$ cat config.mk
export PLATFORM = sky130hd
export DESIGN_NAME = keypad_scanner
export DESIGN_NICKNAME = d
export VERILOG_FILES = /design/src/rtl/keypad_pkg.sv /design/src/rtl/keypad_row_sync.sv /design/src/rtl/keypad_scanner.sv
export SDC_FILE = /design/constraint.sdc
export NUM_CORES = 1
export LEC_CHECK = 0
export CAP_MARGIN = 5
export CORE_MARGIN = 10
export CORE_UTILIZATION = 50
export DETAILED_ROUTE_END_ITERATION = 10
export HOLD_SLACK_MARGIN = 0.02
export PLACE_DENSITY = 0.71
export SKIP_LAST_GASP = 1
export SYNTH_ARGS = -nofsm -noshare
export SYNTH_HDL_FRONTEND = slang
export SYNTH_SLANG_ARGS = --single-unit
$ cat constraint.sdc
create_clock -name clk -period 1.56 [get_ports clk]
set_clock_uncertainty 0.1 [all_clocks]
set_input_delay 0.156 -clock clk [delete_from_list [all_inputs] [get_ports clk]]
set_output_delay 0.156 -clock clk [all_outputs]
set_load 0.01 [all_outputs]
$ cat src/rtl/keypad_pkg.sv
// keypad_pkg: shared types, key codes and helpers for the keypad scanner.
// Provides the FSM state enum, the [row][col] keymap and row priority pick.
package keypad_pkg;

  typedef enum logic [1:0] {
    ST_SCAN     = 2'd0,
    ST_DEBOUNCE = 2'd1,
    ST_EMIT     = 2'd2,
    ST_HOLD     = 2'd3
  } kp_state_e;

  localparam logic [3:0] KEY_STAR  = 4'hE;
  localparam logic [3:0] KEY_HASH  = 4'hF;
  localparam logic [3:0] ROWS_IDLE = 4'hF;

  function automatic logic [3:0] keymap(
    input logic [1:0] row,
    input logic [1:0] col
  );
    logic [3:0] code;
    code = 4'h0;
    unique case ({row, col})
      4'h0: code = 4'h1;
      4'h1: code = 4'h2;
      4'h2: code = 4'h3;
      4'h3: code = 4'hA;
      4'h4: code = 4'h4;
      4'h5: code = 4'h5;
      4'h6: code = 4'h6;
      4'h7: code = 4'hB;
      4'h8: code = 4'h7;
      4'h9: code = 4'h8;
      4'hA: code = 4'h9;
      4'hB: code = 4'hC;
      4'hC: code = KEY_STAR;
      4'hD: code = 4'h0;
      4'hE: code = KEY_HASH;
      4'hF: code = 4'hD;
    endcase
    return code;
  endfunction

  // Lowest-numbered low row wins when several rows are pulled down.
  function automatic logic [1:0] first_low(input logic [3:0] rows);
    logic [1:0] r;
    r = 2'd3;
    for (int i = 3; i >= 0; i--) begin
      if (!rows[i]) r = i[1:0];
    end
    return r;
  endfunction

endpackage

$ cat src/rtl/keypad_row_sync.sv
// keypad_row_sync: 2-flop synchronizer for the 4 active-low keypad rows.
// Ports: clk, rst (async, high), d (raw rows), q (synced rows, reset 4'hF).
module keypad_row_sync
  import keypad_pkg::*;
(
  input  logic       clk,
  input  logic       rst,
  input  logic [3:0] d,
  output logic [3:0] q
);

  logic [3:0] meta_q;
  logic [3:0] sync_q;

  always_ff @(posedge clk or posedge rst) begin
    if (rst) begin
      meta_q <= ROWS_IDLE;
      sync_q <= ROWS_IDLE;
    end else begin
      meta_q <= d;
      sync_q <= meta_q;
    end
  end

  assign q = sync_q;

endmodule

$ cat src/rtl/keypad_scanner.sv
// keypad_scanner: 4x4 active-low keypad scan, debounce, one code per press.
// Ports: clk, rst (async, high), row_in[3:0] (rows, active-low),
// col_out[3:0] (one-hot-low drive), key_val[3:0], key_valid (1-cycle pulse).
// Build option KEYPAD_REPEAT_EN: re-pulse key_valid every REPEAT_CYCLES
// while the accepted key stays held.
module keypad_scanner
  import keypad_pkg::*;
#(
  parameter int SCAN_DIV        = 4,
  parameter int DEBOUNCE_CYCLES = 16,
  parameter int REPEAT_CYCLES   = 64
) (
  input  logic       clk,
  input  logic       rst,
  input  logic [3:0] row_in,
  output logic [3:0] col_out,
  output logic [3:0] key_val,
  output logic       key_valid
);

  localparam int DW = $clog2(SCAN_DIV);
  localparam int BW = $clog2(DEBOUNCE_CYCLES);
  localparam logic [DW-1:0] DIV_LAST = DW'(SCAN_DIV - 1);
  localparam logic [BW-1:0] DEB_LAST = BW'(DEBOUNCE_CYCLES - 1);

  logic [3:0] rows_s;

  kp_state_e     state_q, state_d;
  logic [1:0]    col_q, col_d;
  logic [DW-1:0] div_q, div_d;
  logic [BW-1:0] deb_q, deb_d;
  logic [1:0]    row_q, row_d;
  logic [3:0]    pat_q, pat_d;
  logic [3:0]    key_val_q, key_val_d;
  logic          key_valid_q, key_valid_d;
  // Cleared by reset; set once a full column sweep finishes idle. A key
  // held across reset is therefore swallowed until released and re-pressed.
  logic          armed_q, armed_d;

`ifdef KEYPAD_REPEAT_EN
  localparam int RW = $clog2(REPEAT_CYCLES);
  localparam logic [RW-1:0] REP_LAST = RW'(REPEAT_CYCLES - 1);
  logic [RW-1:0] rep_q, rep_d;
`else
  if (REPEAT_CYCLES < 2) begin : g_rep_unused
  end
`endif

  keypad_row_sync u_sync (
    .clk (clk),
    .rst (rst),
    .d   (row_in),
    .q   (rows_s)
  );

  always_comb begin
    state_d     = state_q;
    col_d       = col_q;
    div_d       = div_q;
    deb_d       = deb_q;
    row_d       = row_q;
    pat_d       = pat_q;
    key_val_d   = key_val_q;
    key_valid_d = 1'b0;
    armed_d     = armed_q;
`ifdef KEYPAD_REPEAT_EN
    rep_d       = rep_q;
`endif
    unique case (state_q)
      ST_SCAN: begin
        if (div_q != DIV_LAST) begin
          div_d = div_q + 1'b1;
        end else begin
          div_d = '0;
          if (rows_s != ROWS_IDLE) begin
            row_d   = first_low(rows_s);
            pat_d   = rows_s;
            deb_d   = '0;
            state_d = ST_DEBOUNCE;
          end else begin
            col_d = col_q + 2'd1;
            if (col_q == 2'd3) armed_d = 1'b1;
          end
        end
      end
      ST_DEBOUNCE: begin
        if (rows_s != pat_q) begin
          div_d   = '0;
          state_d = ST_SCAN;
        end else if (deb_q == DEB_LAST) begin
          state_d = ST_EMIT;
        end else begin
          deb_d = deb_q + 1'b1;
        end
      end
      ST_EMIT: begin
        if (armed_q) begin
          key_val_d   = keymap(row_q, col_q);
          key_valid_d = 1'b1;
        end
        deb_d   = '0;
        state_d = ST_HOLD;
`ifdef KEYPAD_REPEAT_EN
        rep_d   = '0;
`endif
      end
      ST_HOLD: begin
        if (rows_s == ROWS_IDLE) begin
          if (deb_q == DEB_LAST) begin
            col_d   = col_q + 2'd1;
            div_d   = '0;
            state_d = ST_SCAN;
          end else begin
            deb_d = deb_q + 1'b1;
          end
        end else begin
          deb_d = '0;
        end
`ifdef KEYPAD_REPEAT_EN
        if (rows_s == pat_q) begin
          if (rep_q == REP_LAST) begin
            rep_d       = '0;
            key_valid_d = armed_q;
          end else begin
            rep_d = rep_q + 1'b1;
          end
        end else begin
          rep_d = '0;
        end
`endif
      end
      default: state_d = ST_SCAN;
    endcase
  end

  always_ff @(posedge clk or posedge rst) begin
    if (rst) begin
      state_q     <= ST_SCAN;
      col_q       <= 2'd0;
      div_q       <= '0;
      deb_q       <= '0;
      row_q       <= 2'd0;
      pat_q       <= ROWS_IDLE;
      key_val_q   <= 4'h0;
      key_valid_q <= 1'b0;
      armed_q     <= 1'b0;
`ifdef KEYPAD_REPEAT_EN
      rep_q       <= '0;
`endif
    end else begin
      state_q     <= state_d;
      col_q       <= col_d;
      div_q       <= div_d;
      deb_q       <= deb_d;
      row_q       <= row_d;
      pat_q       <= pat_d;
      key_val_q   <= key_val_d;
      key_valid_q <= key_valid_d;
      armed_q     <= armed_d;
`ifdef KEYPAD_REPEAT_EN
      rep_q       <= rep_d;
`endif
    end
  end

  assign col_out   = ~(4'b0001 << col_q);
  assign key_val   = key_val_q;
  assign key_valid = key_valid_q;

endmodule

==> key figures, run 1 <==
Flow run
  – Max Cap Violations: 0

Placed design
  – Gp weighted congestion: 0.874
  – Placed inst area: 1810 sq um
  – Placed cell count: between 150 and 200
  – Pre-CTS setup slack: -0.0957 ns
  – Post-DP HPWL: 2.17 mm
  – IO Port Bufs: 14

Global route
  – Grt ovf: 0
  – First-pass GRT wire length: 5.41 mm
  – Total track usage: 0.126
  – Initial antenna violation count: 0
  – Vias in the first global route: ~1,200
  – Pin count of the biggest net entering global routing: 31

CTS
  – H-Tree Depth: 2
  – CTS Root Cell: clkbuf_4
  – CTS tree: done
  – Worst-Skew Late Latency: 0.33 ns
  – CTS sink count: 30
  – Num CTS Buffers: 5
  – CTS Buffer Depth: 2
  – Clk pin slew, worst setup/hold paths: 0.09 ns

Setup path
  – Critical path peak fanout: 3
  – FF-to-FF path depth: 6
  – R2R setup slack: -0.08 ns
  – CP Data Required Time: 1.67 ns
  – Crit path launch type: register
  – CP Class: reg -> reg
  – Reg2reg end: col_q[0]
  – Reg2Reg Launch Point: div_q[0]
  – Crit path launch: div_q[0]
  – Crit path DAT: between 1.5 and 2 ns
  – Crit. End Element: register
  – CP endpoint: col_q[0]

Power
  – PD cells: between 1500 and 2000 nW/um^2
  – Maximum VDD drop: between 0.001 and 0.0015 V
  – Power Total: 3.57 mW
  – Leakage: 0.944 nW

Layout
  – Final net count: just over 200
  – Area of the multi-input gates: 805 sq um
  – Layout cells sized above 1: 0.497
  – Synthesis-to-finish area growth: 45.7%
  – Final std cells w/o fill: 220
  – Post-Layout Inst Area: 2160 sq um
  – Reg area: 768 sq um
  – # diodes: 0
  – Fin util: 0.770
  – Fill cells: 185

Yosys
  – Top-count cell post-synth: dfrtp_1
  – Synth Register Bits: 30
  – Prevailing post-synth register cell: dfrtp_1
  – Mapped Cells: 136
  – Syn_nets: 150
  – Synth Area per Inst: 10.9 sq um
  – Unique cell type count in the Yosys netlist: 42
  – Largest area contributor in the synthesized netlist: dfrtp_1
  – Commonest cells in the netlist: dfrtp_1 (18), inv_1 (13), dfstp_2 (12)
  – Post-Syn Area: 1480 sq um
  – Post-synthesis sequential area ratio: 0.516
  – Syn. warnings: 0
  – Post-synth ARST share: 1.00
  – Post-synth EDFFs: 0
  – Post-synth top area share: 0.304
  – Synth area leaders: dfrtp_1 (30%), dfstp_2 (21%), ha_1 (6.8%)

Floorplanning
  – Die area: 5540 sq um
  – Starting Density: 0.529
  – Chip Height: 74.5 um
  – Area of the core: 2810 sq um
  – Io pins: 15
  – # rows: 19
  – Die X: between 70 and 80 um

Route
  – Via count: about 1,200
  – Antenna-violating nets left: 0
  – First-pass DRT Iterations: 4
  – DRC viols: 0
  – Vias per cell: between 5 and 6
  – Routed len/inst: 16.5 um
  – Final wirelength: 3.62 mm
  – 1st-iter DRT viols: 99

STA
  – Slew Limit Fails: 0
  – Final hold violations: 0
  – Worst-margin pin slew: ~0.36 ns
  – Max Freq: 0.608 GHz
  – Fin crit share: 1.05
  – Fin Hold WS: 0.0874 ns
  – RSZ-0062 raised after global routing: yes
  – Sum Neg Setup Slack: -0.278 ns
  – Setup ws final: -0.0835 ns
  – Setup violations, final: 8
  – Max_slew headroom: 0.757
  – Tmin final: 1.64 ns

Hold path
  – Hold Crit Class: in -> async

Outcome
  – Status: finished with violations
  – Failing checks: negative setup slack
==> critical path, stage by stage, from the launching register on <==
cell and delay [ns]:
dfrtp_1 0.39, ha_1 0.24, nor3b_4 0.18, o21a_1 0.23, buf_4 0.14, buf_4 0.12, xnor2_1 0.12
==> state kept, by name, indices dropped and copies added, names as in the netlist, 2 cells and up, named ones only <==
name / flops
deb_q: 4
key_val: 4
row_q: 2
div_q: 2
u_sync.q: 4
pat_q: 4
col_q: 2
u_sync.meta_q: 4
==> area by class of cell <==
class                      count  area share
timing repair buffer          50       0.195
clock buffer                   7      0.0209
sequential                    30       0.356
tap                           31      0.0180
multi-input combinational     88       0.373
clock inverter                 1      0.0139
inverter                      13      0.0238
==> power by group <==
| group | switching [mW] | total, mW | internal (mW) | leakage, nW |
|---|---|---|---|---|
| Sequential | 0.223 | 1.23 | 1.00 | 0.365 |
| Clock | 0.255 | 0.595 | 0.340 | 0.0395 |
| Combinational | 0.813 | 1.75 | 0.935 | 0.540 |
==> kinds of logic after synthesis <==
group           count (synthesis)  synth area share
compound gates                 34             0.163
xor+xnor                        5            0.0295
fa+ha+maj                       8            0.0675
buf+inv                        18            0.0473
flops                          30             0.516
mux                             6            0.0506
simple gates                   35             0.126
==> routing by layer <==
layer	up-vias	track usage	part of all wire
li1	589	-	-
met1	607	0.151	0.42
met2	39	0.194	0.49
met3	12	0.0399	0.059
met4	0	0.0756	0.027
met5	-	0	0
==> layout by cell type (no fill, tap or decap), types with 5 or more instances in the layout <==
| cell type | instances |
|---|---|
| dfrtp_1 | 16 |
| dfstp_2 | 12 |
| clkbuf_4 | 5 |
| nand2_1 | 7 |
| buf_6 | 7 |
| nor2_1 | 7 |
| inv_1 | 9 |
| clkdlybuf4s50_1 | 10 |
| a21oi_1 | 5 |
| buf_4 | 31 |
==> worst min path at each step <==
| stage | slack (ns) | end | start | cells past startpoint |
|---|---|---|---|---|
| finish | 0.09 | row_q[0] | rst | 3 |
| global route | 0.12 | row_q[0] | rst | 3 |
| CTS | 0.1 | row_q[0] | rst | 3 |
| detailed placement | 0.25 | u_sync.q[0] | u_sync.meta_q[0] | 0 |
| global placement | 0.25 | u_sync.q[1] | u_sync.meta_q[1] | 0 |
| floorplan | 0.06 | u_sync.meta_q[0] | row_in[0] | 0 |
==> repair_timing <==
item                       4_1_cts  5_1_grt
gates resized for setup         32       35
buffers inserted                 4       10
pin swaps                        6        8
hold buffers                     0        0
setup endpoints to repair       12       20
Power figures use the tool's default switching activity.
==> run 2, diff against run 1 <==
- CORE_MARGIN: 10 -> not set
==> run 2 against run 1 <==
- critical path depth decreased by 2
- register-to-register slack better by 0.03 ns
- global-route usage rose by 7.6 points
- routed wire length fell by 20%
- via count fell by 2.6%
- first-iteration DRC count fell by 82%
- sequential power decreased by 5%
- clock power decreased by 33%
- worst hold slack worse by 0.030 ns
- non-clock buffer count unchanged
- core utilization decreased by 2.5 points
- the flow still finishes with violations (negative setup slack)
- fmax grew 1.8%
==> key figures, run 2 (synthesis gave the netlist of run 1 again) <==
Outcome
  – Status: finished with violations
  – Failing checks: negative setup slack

STA
  – RSZ-0062 raised after global routing: yes
  – Fin Hold WS: 0.0576 ns
  – Max_slew headroom: 0.791
  – Setup violations, final: 6
  – Slew Limit Fails: 0
  – Setup ws final: -0.0550 ns
  – Max Freq: 0.619 GHz
  – Worst-margin pin slew: roughly 0.31 ns
  – Final hold violations: 0
  – Tmin final: 1.62 ns
  – Fin crit share: 1.04

Floorplanning
  – Starting Density: 0.533
  – Io pins: 15
  – Area of the core: 2780 sq um
  – Die area: approximately 3200 sq um
  – Chip Height: 56.5 um
  – # rows: 19
  – Die X: 56.5 um

Layout
  – Reg area: 766 sq um
  – Final net count: 202
  – Layout cells sized above 1: 0.452
  – Fill cells: 194
  – Most frequent cells in the layout: buf_4 (31), dfrtp_1 (18), dfstp_2 (12), inv_1 (11), clkdlybuf4s50_1 (10)
  – # diodes: 0
  – Most common cell after layout, fill and taps aside: buf_4
  – Synthesis-to-finish area growth: 39.7%
  – Fin util: 0.744
  – Final std cells w/o fill: between 200 and 250
  – Area of the multi-input gates: 752 sq um

Power
  – PD cells: 1530 nW/um^2
  – Maximum VDD drop: approximately 0.0012 V
  – Sequential Power Share: 0.368
  – Switch Pwr: 1.13 mW
  – Sw Share: 0.357
  – Leakage: between 0.9 and 1 nW
  – Clock network power share: 0.126
  – P_int: 2.04 mW
  – Combinational fraction of design power: 0.506

Setup path
  – CP max stage cell: dfstp_2
  – CP cell instances: xnor2_1 -> nand4_1 -> o31a_1 -> o22ai_1
  – Crit path largest cell delay: approximately 0.57 ns
  – CP Class: reg -> reg
  – Crit path DAT: 1.76 ns
  – Critical path peak fanout: 4
  – Crit path launch type: register
  – Crit. End Element: register
  – CP Data Required Time: 1.71 ns

CTS
  – Worst-Skew Late Latency: 0.32 ns
  – Clk pin slew, worst setup/hold paths: 0.08 ns
  – CTS Hold Bufs: 0
  – CTS tree: done
  – CTS Root Cell: clkbuf_4
  – CTS sink count: 30
  – Num CTS Buffers: 5
  – CTS Buffer Depth: 2
  – H-Tree Depth: 2

Hold path
  – Hold Crit Class: in -> async

Route
  – Antenna-violating nets left: 0
  – Vias per cell: 5.55
  – Routed len/inst: approximately 13 um
  – DRC viols: 0
  – First-pass DRT Iterations: 4
  – Final wirelength: 2.91 mm
  – Via count: around 1,200
  – 1st-iter DRT viols: 18

Placed design
  – Post-DP HPWL: 2.06 mm
  – IO Port Bufs: 14
  – Placed cell count: 200
  – Pre-CTS setup slack: -0.0697 ns
  – Gp weighted congestion: approximately 0.85

Global route
  – Grt met1 use: 0.237
  – Vias in the first global route: 1,225
  – First-pass GRT wire length: 4.88 mm
  – M2 GR Usage: 0.333
  – Grt ovf: 0
  – Total track usage: 0.202
  – Initial antenna violation count: 0
  – Gr busiest metal: met2
  – Met3 usage: 0.0599
  – Pin count of the biggest net entering global routing: 31

Flow run
  – Max Cap Violations: 0
run 2: cell types whose count changed in the layout (fill, tap and decap cells not counted), sizes merged:
cell	change
clkinv	+2
bufinv	-1
clkbuf	-1
buf	-1
run 2: power by group through the flow:
stage / registers (mW) / logic, mW / clock network [mW]
CTS: 1.15 / 1.43 / 0.419
floorplan: 1.13 / 0.836 / 0
global placement: 1.16 / 1.23 / 0
finish: 1.17 / 1.61 / 0.400
detailed placement: 1.18 / 1.29 / 0
global route: 1.19 / 1.77 / 0.460
run 2: path summary, 6_finish.rpt:
| path | depth (start not counted) | slack (ns) | startpoint | end |
|---|---|---|---|---|
| min in group clk | 1 | 0.13 | row_in[1] | u_sync.meta_q[1] |
| min reg2reg | 0 | 0.26 | u_sync.meta_q[1] | u_sync.q[1] |
| max in group asynchronous | 3 | 1.07 | rst | pat_q[2] |
| max reg2reg | 4 | -0.06 | u_sync.q[0] | deb_q[1] |
| min | 3 | 0.06 | rst | col_q[0] |
| max | 4 | -0.06 | u_sync.q[0] | deb_q[1] |
run 2: through the flow:
stage               total power, mW  TNS [ns]  area [sq um]
finish                         3.17    -0.205          2070
global route                   3.42     -1.18          2070
CTS                            3.00    -0.145          1970
detailed placement             2.47    -0.291          1840
global placement               2.40   -0.0792          1840
floorplan                      1.97         0          1490
run 2: metal layers:
layer  vias to the layer above  part of all wire
li1                        585                 -
met1                       601              0.44
met2                        21              0.51
met3                         8             0.037
met4                         0             0.019
met5                         -                 0
run 2: repair_timing:
action | in CTS | in global routing
setup endpoints to repair | 11 | 21
gates resized for setup | 25 | 24
cloned | 0 | 0
setup buffers | 7 | 5
pin swaps | 6 | 10
run 2: cell type report:
cell class | instances | share of cell area
repair buffers | 50 | 0.202
multi-input cells | 88 | 0.363
clock inverters | 2 | 0.00483
inverters | 13 | 0.0236
well taps | 31 | 0.0187
flip-flops and latches | 30 | 0.370
clock buffers | 5 | 0.0181
run 2: worst max-delay path, delay by kind of cell, from the launching register on:
family | cells | cell delay, ns
XOR/XNOR | 1 | 0.17
AO/OA/AOI/OAI | 2 | 0.47
flip-flops | 1 | 0.57
AND/OR/NAND/NOR | 1 | 0.23
==> run 3, diff against run 2 <==
- CORE_UTILIZATION: 50 -> 39
- PLACE_DENSITY: 0.71 -> 0.57
==> run 3 against run 2 <==
- the flow still finishes with violations (negative setup slack)
- register-to-register slack about the same
- largest cell class is now multi-input gates
- combinational power increased by 5%
- global-route usage decreased by 3.1 points
- total power increased by 9.3%
- sequential power increased by 3%
- worst hold slack improved by 0.13 ns
- fmax decreased by 0.61%
- critical path depth increased by 1
- largest power group unchanged
- final area increased by 4.9%
- clock power increased by 41%
==> key figures, run 3 (synthesis gave the netlist of run 1 again) <==
Power
  – Sequential Power Share: 0.350
  – Leakage: 0.931 nW
  – Combinational fraction of design power: 0.487
  – Clock network power share: 0.163
  – PD cells: approximately 1600 nW/um^2
  – P_int: about 2.2 mW
  – Power Total: about 3.5 mW
  – Switch Pwr: 1.26 mW
  – Maximum VDD drop: 0.000876 V
  – Sw Share: 0.364

STA
  – Worst-margin pin slew: 0.403 ns
  – Tmin final: approximately 1.6 ns
  – Setup violations, final: 12
  – Max Freq: 0.615 GHz
  – Fin crit share: 1.04
  – Final hold violations: 0
  – RSZ-0062 raised after global routing: yes
  – Slew Limit Fails: 0
  – Max_slew headroom: 0.731
  – Setup ws final: -0.0650 ns

Outcome
  – Status: finished with violations
  – Failing checks: negative setup slack

CTS
  – CTS sink count: 30
  – CTS Hold Bufs: 0
  – Num CTS Buffers: 5
  – CTS Root Cell: clkbuf_8
  – H-Tree Depth: 2
  – Worst-Skew Late Latency: 0.27 ns
  – Clk pin slew, worst setup/hold paths: 0.06 ns
  – CTS Buffer Depth: 2
  – CTS tree: done

Setup path
  – Crit. End Element: register
  – Crit path largest cell delay: 0.58 ns
  – CP Class: reg -> reg
  – CP cell instances: nand4_1 -> buf_4 -> a21oi_2 -> o22ai_2 -> mux2i_1
  – Critical path peak fanout: 5
  – Crit path DAT: 1.72 ns
  – CP Data Required Time: 1.65 ns
  – CP max stage cell: dfstp_2
  – CP delay by family, top: flip-flops
  – WP buf/inv: 1
  – Crit path launch type: register

Layout
  – Post-Layout Inst Area: 2170 sq um
  – Most common cell after layout, fill and taps aside: buf_4
  – Layout cells sized above 1: 0.505
  – # diodes: 0
  – Most frequent cells in the layout: buf_4 (34), dfrtp_1 (16), dfstp_2 (12), inv_1 (10), clkdlybuf4s50_1 (10)
  – Fill cells: 299
  – Area of the multi-input gates: around 800 sq um
  – Synthesis-to-finish area growth: 46.5%
  – Reg area: 768 sq um
  – Final net count: slightly above 200

Placed design
  – IO Port Bufs: 14
  – Placed inst area: 1870 sq um
  – Gp weighted congestion: between 0.8 and 0.9
  – Post-DP HPWL: 2.17 mm

Floorplanning
  – # rows: 22
  – Chip Height: 63.7 um
  – Die area: roughly 4100 sq um
  – Starting Density: 0.405
  – Area of the core: ~3700 sq um
  – Io pins: 15
  – Die X: 63.7 um

Hold path
  – Hold Crit Class: in -> async

Route
  – First-pass DRT Iterations: 4
  – Routed len/inst: 13.9 um
  – Met2 wire length: 1.65 mm
  – Final wirelength: 3.29 mm
  – Vias per cell: 5.08
  – Antenna-violating nets left: 0
  – DRC viols: 0
  – DR top layer: met4
  – Routed met1 length: 1.47 mm
  – 1st-iter DRT viols: 70
  – Metal3 WL: roughly 100 um
  – Via count: 1,199

Flow run
  – Max Cap Violations: 0

Global route
  – First-pass GRT wire length: approximately 5.3 mm
  – Total track usage: 0.171
  – Pin count of the biggest net entering global routing: 16
  – Grt ovf: 0
  – Vias in the first global route: 1,212
  – Initial antenna violation count: 0
[run 3: cell types whose count changed in the layout (fill, tap and decap cells not counted), moves of 3 or more]
cell and delta:
clkbuf_8 +5, xnor2_1 -3, buf_4 +3, clkbuf_4 -5, xnor2_2 +3, ha_4 +3
[run 3: cell type report]
class / instances / share of cell area
clock buffer: 5 / 0.0317
inverter: 13 / 0.0259
multi-input combinational: 88 / 0.370
sequential: 30 / 0.354
timing repair buffer: 50 / 0.186
tap: 48 / 0.0276
clock inverter: 2 / 0.00461
[run 3: final timing paths]
| path | to | cells after the start | slack, ns | from |
|---|---|---|---|---|
| setup / recovery | deb_q[0] | 5 | -0.06 | u_sync.q[0] |
| hold / removal | u_sync.meta_q[2] | 2 | 0.19 | rst |
| setup reg to reg | deb_q[0] | 5 | -0.06 | u_sync.q[0] |
| hold reg to reg | u_sync.q[0] | 0 | 0.25 | u_sync.meta_q[0] |
| max in group asynchronous | col_q[0] | 3 | 0.92 | rst |
| min in group clk | u_sync.meta_q[2] | 1 | 0.19 | row_in[2] |
[run 3: power groups by stage]
stage | Clock, mW | Combinational, mW | Sequential, mW
detailed placement | 0 | 1.31 | 1.18
floorplan | 0 | 0.836 | 1.13
finish | 0.565 | 1.69 | 1.21
CTS | 0.579 | 1.44 | 1.17
global placement | 0 | 1.28 | 1.17
global route | 0.616 | 1.83 | 1.24
[run 3: what timing repair did]
item                                    4_1_cts  5_1_grt
hold endpoints to repair                      0        0
setup buffers                                 6        3
endpoints found under the setup margin       12       23
resized for setup                            23       38
pin swaps                                    10       17
[run 3: per-stage QoR]
stage / setup TNS [ns] / hold WS, ns / cells / util / setup slack (ns)
detailed placement: -0.429 / 0.247 / 220 / 0.511 / -0.0886
global route: -1.48 / 0.182 / 236 / 0.593 / -0.148
floorplan: 0 / 0.0605 / 136 / - / 0.00347
CTS: -0.221 / 0.177 / 233 / 0.557 / -0.0446
global placement: -0.146 / 0.247 / 220 / 0.511 / -0.0502
finish: -0.521 / 0.185 / 236 / 0.593 / -0.0650
[run 3: metal layers]
layer,track usage,vias up
li1,-,584
met1,0.204,589
met2,0.282,19
met3,0.0453,7
met4,0.0824,0
met5,0,-
